--- src/rtl/mult_seq_ctrl_if.sv ---
// Operand/result bundle between the ALU multiply issue logic and mult_seq_ctrl.
// The master drives start and operands; the slave returns status and the product.
interface mult_seq_ctrl_if #(
    parameter int WIDTH = 32
);
    logic                   start;
    logic [WIDTH-1:0]       a;
    logic [WIDTH-1:0]       b;
    logic                   busy;
    logic                   done;
    logic [2*WIDTH-1:0]     product;

    modport master (output start, output a, output b,
                    input  busy,  input  done, input product);
    modport slave  (input  start, input  a,    input b,
                    output busy,  output done, output product);
endinterface

--- src/rtl/mult_seq_ctrl.sv ---
// Shift-add sequencer for the ALU multiplier: one add/shift per cycle over a
// combined hi:lo product register, WIDTH iterations, then a one-cycle done pulse.
module mult_seq_ctrl #(
    parameter int WIDTH = 32
) (
    input  logic            clk,
    input  logic            reset_n,
    mult_seq_ctrl_if.slave  bus
);
    localparam int CW = $clog2(WIDTH);
    localparam logic [CW-1:0] LAST = CW'(WIDTH - 1);

    localparam logic [1:0] IDLE = 2'd0;
    localparam logic [1:0] RUN  = 2'd1;
    localparam logic [1:0] DONE = 2'd2;

    logic [1:0]         state;
    logic [WIDTH-1:0]   mcand;
    logic [2*WIDTH-1:0] prod;
    logic [CW-1:0]      cnt;
    logic [WIDTH:0]     sum;

    // The carry out of the hi add is kept and shifted into the top bit.
    always_comb begin
        sum = {1'b0, prod[2*WIDTH-1:WIDTH]} + (prod[0] ? {1'b0, mcand} : {(WIDTH+1){1'b0}});
    end

    always_ff @(posedge clk or negedge reset_n) begin
        if (!reset_n) begin
            state <= IDLE;
            mcand <= '0;
            prod  <= '0;
            cnt   <= '0;
        end else begin
            case (state)
                IDLE: begin
                    if (bus.start) begin
                        mcand <= bus.a;
                        prod  <= {{WIDTH{1'b0}}, bus.b};
                        cnt   <= '0;
                        state <= RUN;
                    end
                end
                RUN: begin
                    prod <= {sum, prod[WIDTH-1:1]};
                    cnt  <= cnt + 1'b1;
                    if (cnt == LAST) begin
                        state <= DONE;
                    end
                end
                DONE: begin
                    state <= IDLE;
                end
                default: begin
                    state <= IDLE;
                end
            endcase
        end
    end

    assign bus.busy    = (state == RUN);
    assign bus.done    = (state == DONE);
    assign bus.product = prod;
endmodule

--- src/flat_wrapper.sv ---
// flat-port wrapper written by rule: the top's interface ports become plain ports
module mult_seq_ctrl_flat 
#(
    parameter int WIDTH = 32
)
  (clk, reset_n, bus_start, bus_a, bus_b, bus_busy, bus_done, bus_product);
  mult_seq_ctrl_if #(.WIDTH(WIDTH)) bus_i ();
  input  logic clk;
  input  logic reset_n;
  input wire logic [$bits(bus_i.start)-1:0] bus_start;
  input wire logic [$bits(bus_i.a)-1:0] bus_a;
  input wire logic [$bits(bus_i.b)-1:0] bus_b;
  output wire logic [$bits(bus_i.busy)-1:0] bus_busy;
  output wire logic [$bits(bus_i.done)-1:0] bus_done;
  output wire logic [$bits(bus_i.product)-1:0] bus_product;
  assign bus_i.start = bus_start;
  assign bus_i.a = bus_a;
  assign bus_i.b = bus_b;
  assign bus_busy = bus_i.busy;
  assign bus_done = bus_i.done;
  assign bus_product = bus_i.product;
  mult_seq_ctrl #(.WIDTH(WIDTH)) u_core (.clk(clk), .reset_n(reset_n), .bus(bus_i));
endmodule
--- config.mk ---
export PLATFORM = sky130hd
export DESIGN_NAME = mult_seq_ctrl_flat
export DESIGN_NICKNAME = d
export VERILOG_FILES = /design/src/rtl/mult_seq_ctrl_if.sv /design/src/rtl/mult_seq_ctrl.sv /design/src/flat_wrapper.sv
export SDC_FILE = /design/constraint.sdc
export NUM_CORES = 1
export LEC_CHECK = 0
export ABC_AREA = 1
export BUFFER_PORTS_ARGS = -buffer_cell sky130_fd_sc_hd__buf_2
export CORE_MARGIN = 2
export CORE_UTILIZATION = 40
export CTS_CLUSTER_SIZE = 25
export DETAILED_ROUTE_END_ITERATION = 8
export GPL_ROUTABILITY_DRIVEN = 0
export GPL_TIMING_DRIVEN = 0
export SLEW_MARGIN = 5
export SYNTH_ARGS = -nofsm -noshare
export SYNTH_HDL_FRONTEND = slang
export SYNTH_SLANG_ARGS = --single-unit
--- constraint.sdc ---
create_clock -name clk -period 2.7 [get_ports clk]
set_input_delay 0.405 -clock clk [delete_from_list [all_inputs] [get_ports clk]]
set_output_delay 0.405 -clock clk [all_outputs]
set_load 0.02 [all_outputs]
==> results.toml <==
[clock_tree]
cts_tree = "yes"
numClockSinks = 103
path_clk_slew_ps = 80
insertion_delay_ps = 360
cts_made_buffers = 9
root_buffer = "clkbuf_16"
htree_num_levels = 3
clk_path_buf_depth = 2

[final_layout]
diodes = 0
area.growth.synth_to_final_pct = 19.3
instances_no_fill = 1321
stdcell_area_sq_um = 8090
nNetsFinal = 1198
final_layout_size_suffix_gt1_share_pct = 20.3

[timing]
worst_pin_slew_ps = 650
hold_violations = 0
fin_crit_sh_pct = 91.5
setup_ws_ps = 229
setup_tns_ps = 0
rsz0062_at_grt = "false"
setup_viol = 0
slew_viol_final = 0
fmax_ghz = 0.405
skew_ps = 6.24
final.min_clock_period_ps = 2470
relSlewSlack_pct = 56.7

[setup_path]
endpoint_kind = "flop"
crit_fanout = 10
regToRegStartpoint = "u_core.bus.product[0]"
crit_start = "u_core.bus.product[0]"
cp-start-kind = "flop"
rr_worst_depth = 17
required_ps = 3000
critPathArrivalTime_ps = 2770
critPathKind = "reg -> reg"

[pwr]
total_power_mw = 12.3
powerDensity_nw_per_um2 = 1530
peakVddDrop_uv = 634
power_leakage_nw = 4.69

[die]
dieArea_sq_um = 18000
die_w_microns = 134
start_util_pct = 40.9
io_pins = 133
rows = 47
die_h_microns = 134
coreArea_sq_um = 16600

[logic_synthesis]
avgSynthCellArea_sq_um = 7.13
ys_seq_area_share_pct = 38.0
ys_ff_latch = 103
syn_nets = 1053
synth.distinct_cells = 38
synthCells = 951
syn_area_sq_um = 6780
yosysWarnings = 0

[grt]
grt_use_total_pct = 21.9
grt_pass1_wl_mm = 30.9
grt_max_degree = 81
grt.overflow.total = 0
antenna_found_initial = 0
grt_pass1_vias = 6147

[detailed_routing]
postRouteAntennaNets = 0
drc = 0
first_pass_iters = 8
avgRoutedWirePerCell_microns = 14.5
drt_iter0_markers = 360
drt-total-wl_mm = 19.1
vias = 6302
via_per_inst = 4.77

[run_status]
status = "complete, no violations"

[job]
max_cap_viol_count = 0

[worst_hold_path]
min_path_type = "in -> reg"
whs_path_depth = 2
min_from = "bus_a[26]"

[placement]
dpl_cell_area_sq_um = 7750
dp_cells = 1304
dp_hpwl_mm = 15.1
portBuffers = 132
pre_cts_slack_ps = -440
-- synthesized netlist by cell type --
cell | n | area, sq um
nand2_4 | 1 | 11.3
inv_1 | 174 | 653
nand2_2 | 15 | 93.8
a32o_1 | 1 | 10.0
nand3b_1 | 2 | 15.0
a22oi_1 | 17 | 128
mux2_1 | 7 | 78.8
buf_1 | 2 | 7.51
xnor2_1 | 1 | 8.76
inv_2 | 6 | 22.5
nor2_1 | 60 | 225
xor2_1 | 2 | 17.5
a21oi_1 | 31 | 155
nand2_1 | 319 | 1200
o22ai_1 | 7 | 43.8
o21ai_1 | 5 | 25.0
fa_1 | 1 | 20.0
o21ai_0 | 46 | 230
o21bai_1 | 3 | 22.5
nand4_1 | 3 | 18.8
buf_6 | 3 | 33.8
a22o_1 | 2 | 17.5
ha_1 | 34 | 425
dfrtp_1 | 103 | 2580
nor2_2 | 2 | 12.5
buf_2 | 6 | 30.0
or2_2 | 1 | 6.26
a21o_1 | 1 | 7.51
nor3_1 | 5 | 25.0
mux2_2 | 25 | 282
clkbuf_1 | 12 | 45.0
clkinv_1 | 1 | 3.75
nand3_1 | 37 | 185
or2_1 | 1 | 6.26
o221ai_1 | 5 | 43.8
nor2_4 | 2 | 22.5
nand3_2 | 6 | 60.1
buf_4 | 2 | 15.0
-- worst paths after layout --
kind | to | slack, ps
worst max-delay path | u_core.bus.product[63] | 230
worst min-delay path | u_core.mcand[26] | 250
worst max register to register | u_core.bus.product[63] | 230
worst min register to register | u_core.mcand[27] | 490
max in group asynchronous | u_core.bus.product[0] | 1550
min in group asynchronous | u_core.bus.product[54] | 460
-- per-stage QoR --
stage                     hold slack [ps]  util (%)
after floorplan                       109         -
after global placement                476      46.5
after detailed placement              279      46.7
after CTS                             245      48.7
after global routing                  252      48.8
final                                 251      48.8
-- final cells by class --
cell class / count / area, sq um
fill: 1722 / 8490
multi-input combinational: 642 / 3400
sequential: 103 / 2580
timing repair buffer: 136 / 719
inverter: 181 / 679
tap: 220 / 275
clock buffer: 10 / 229
buffer: 23 / 128
clock inverter: 6 / 76.3
-- per-layer routing --
layer	track usage (%)	share of wire (%)
met1	29.3	47
met2	35.7	45
met3	4.84	6.7
met4	6.26	1.2
met5	0	0
-- cells by family (layout without fill, tap and decap cells) --
family / count (synthesis) / after routing / synth area share, %
buffers and inverters: 206 / 356 / 12.0
AOI/OAI and AO/OA: 118 / 118 / 10.1
muxes: 32 / 32 / 5.31
xor gates and xnor gates: 3 / 3 / 0.387
DFF: 103 / 103 / 38.0
and+or+nand+nor: 454 / 454 / 27.7
adders and majority gates: 35 / 35 / 6.57
-- placed cells by master (no fill, tap or decap), types with 2 or more instances in the layout --
master      netlist  layout
nor2_2            2       2
xor2_1            2       2
o221ai_1          5       5
mux2_1            7       7
nand3_1          37      36
o22ai_1           7       7
ha_1             34      33
buf_4             2       5
buf_2             6     137
mux2_2           25      25
o21bai_1          3       3
nand4_1           3       3
inv_8             0       2
buf_6             3       4
nor3_1            5       5
nand2_2          15      16
nand2_1         319     318
dfrtp_1         103     102
inv_2             6       6
nor2_1           60      60
inv_1           174     174
nand3_2           6       7
nand3b_1          2       2
o21ai_1           5       5
nor2_4            2       2
buf_1             2       2
a21oi_1          31      31
a22o_1            2       2
clkbuf_1         12      10
o21ai_0          46      46
clkinvlp_4        0       2
a22oi_1          17      17
clkbuf_16         0       9
-- sequential cells by signal (all words and copies together), names as in the netlist --
name	flops
u_core.bus.product	64
u_core.cnt	5
u_core.state	2
u_core.mcand	32
-- worst max-delay path: stages, from the launching register on --
cell and delay, ps:
dfrtp_2 410, buf_4 200, nand2_1 70, inv_1 50, ha_2 210, inv_1 60
fa_1 400, inv_1 130, nand3_1 80, nand3_1 140, nand2_1 80, nand2_2 120
nand3_1 80, nand2_1 130, nand2_1 60, nand2_1 70, nand2_1 50, nand2_1 60
-- power by group --
part           internal (mW)  switching, mW  total [mW]
Sequential              2.41          0.604        3.01
Combinational           2.79           5.12        7.91
Clock                  0.738          0.674        1.41
-- what timing repair did --
action                     in CTS  in global routing
buffers inserted                0                  2
gates cloned                    0                  0
pin swaps                       0                  0
resized for setup               3                  4
hold buffers                    1                  0
hold endpoints to repair       23                  0
setup endpoints to repair      20                  6
Power figures use the tool's default switching activity.
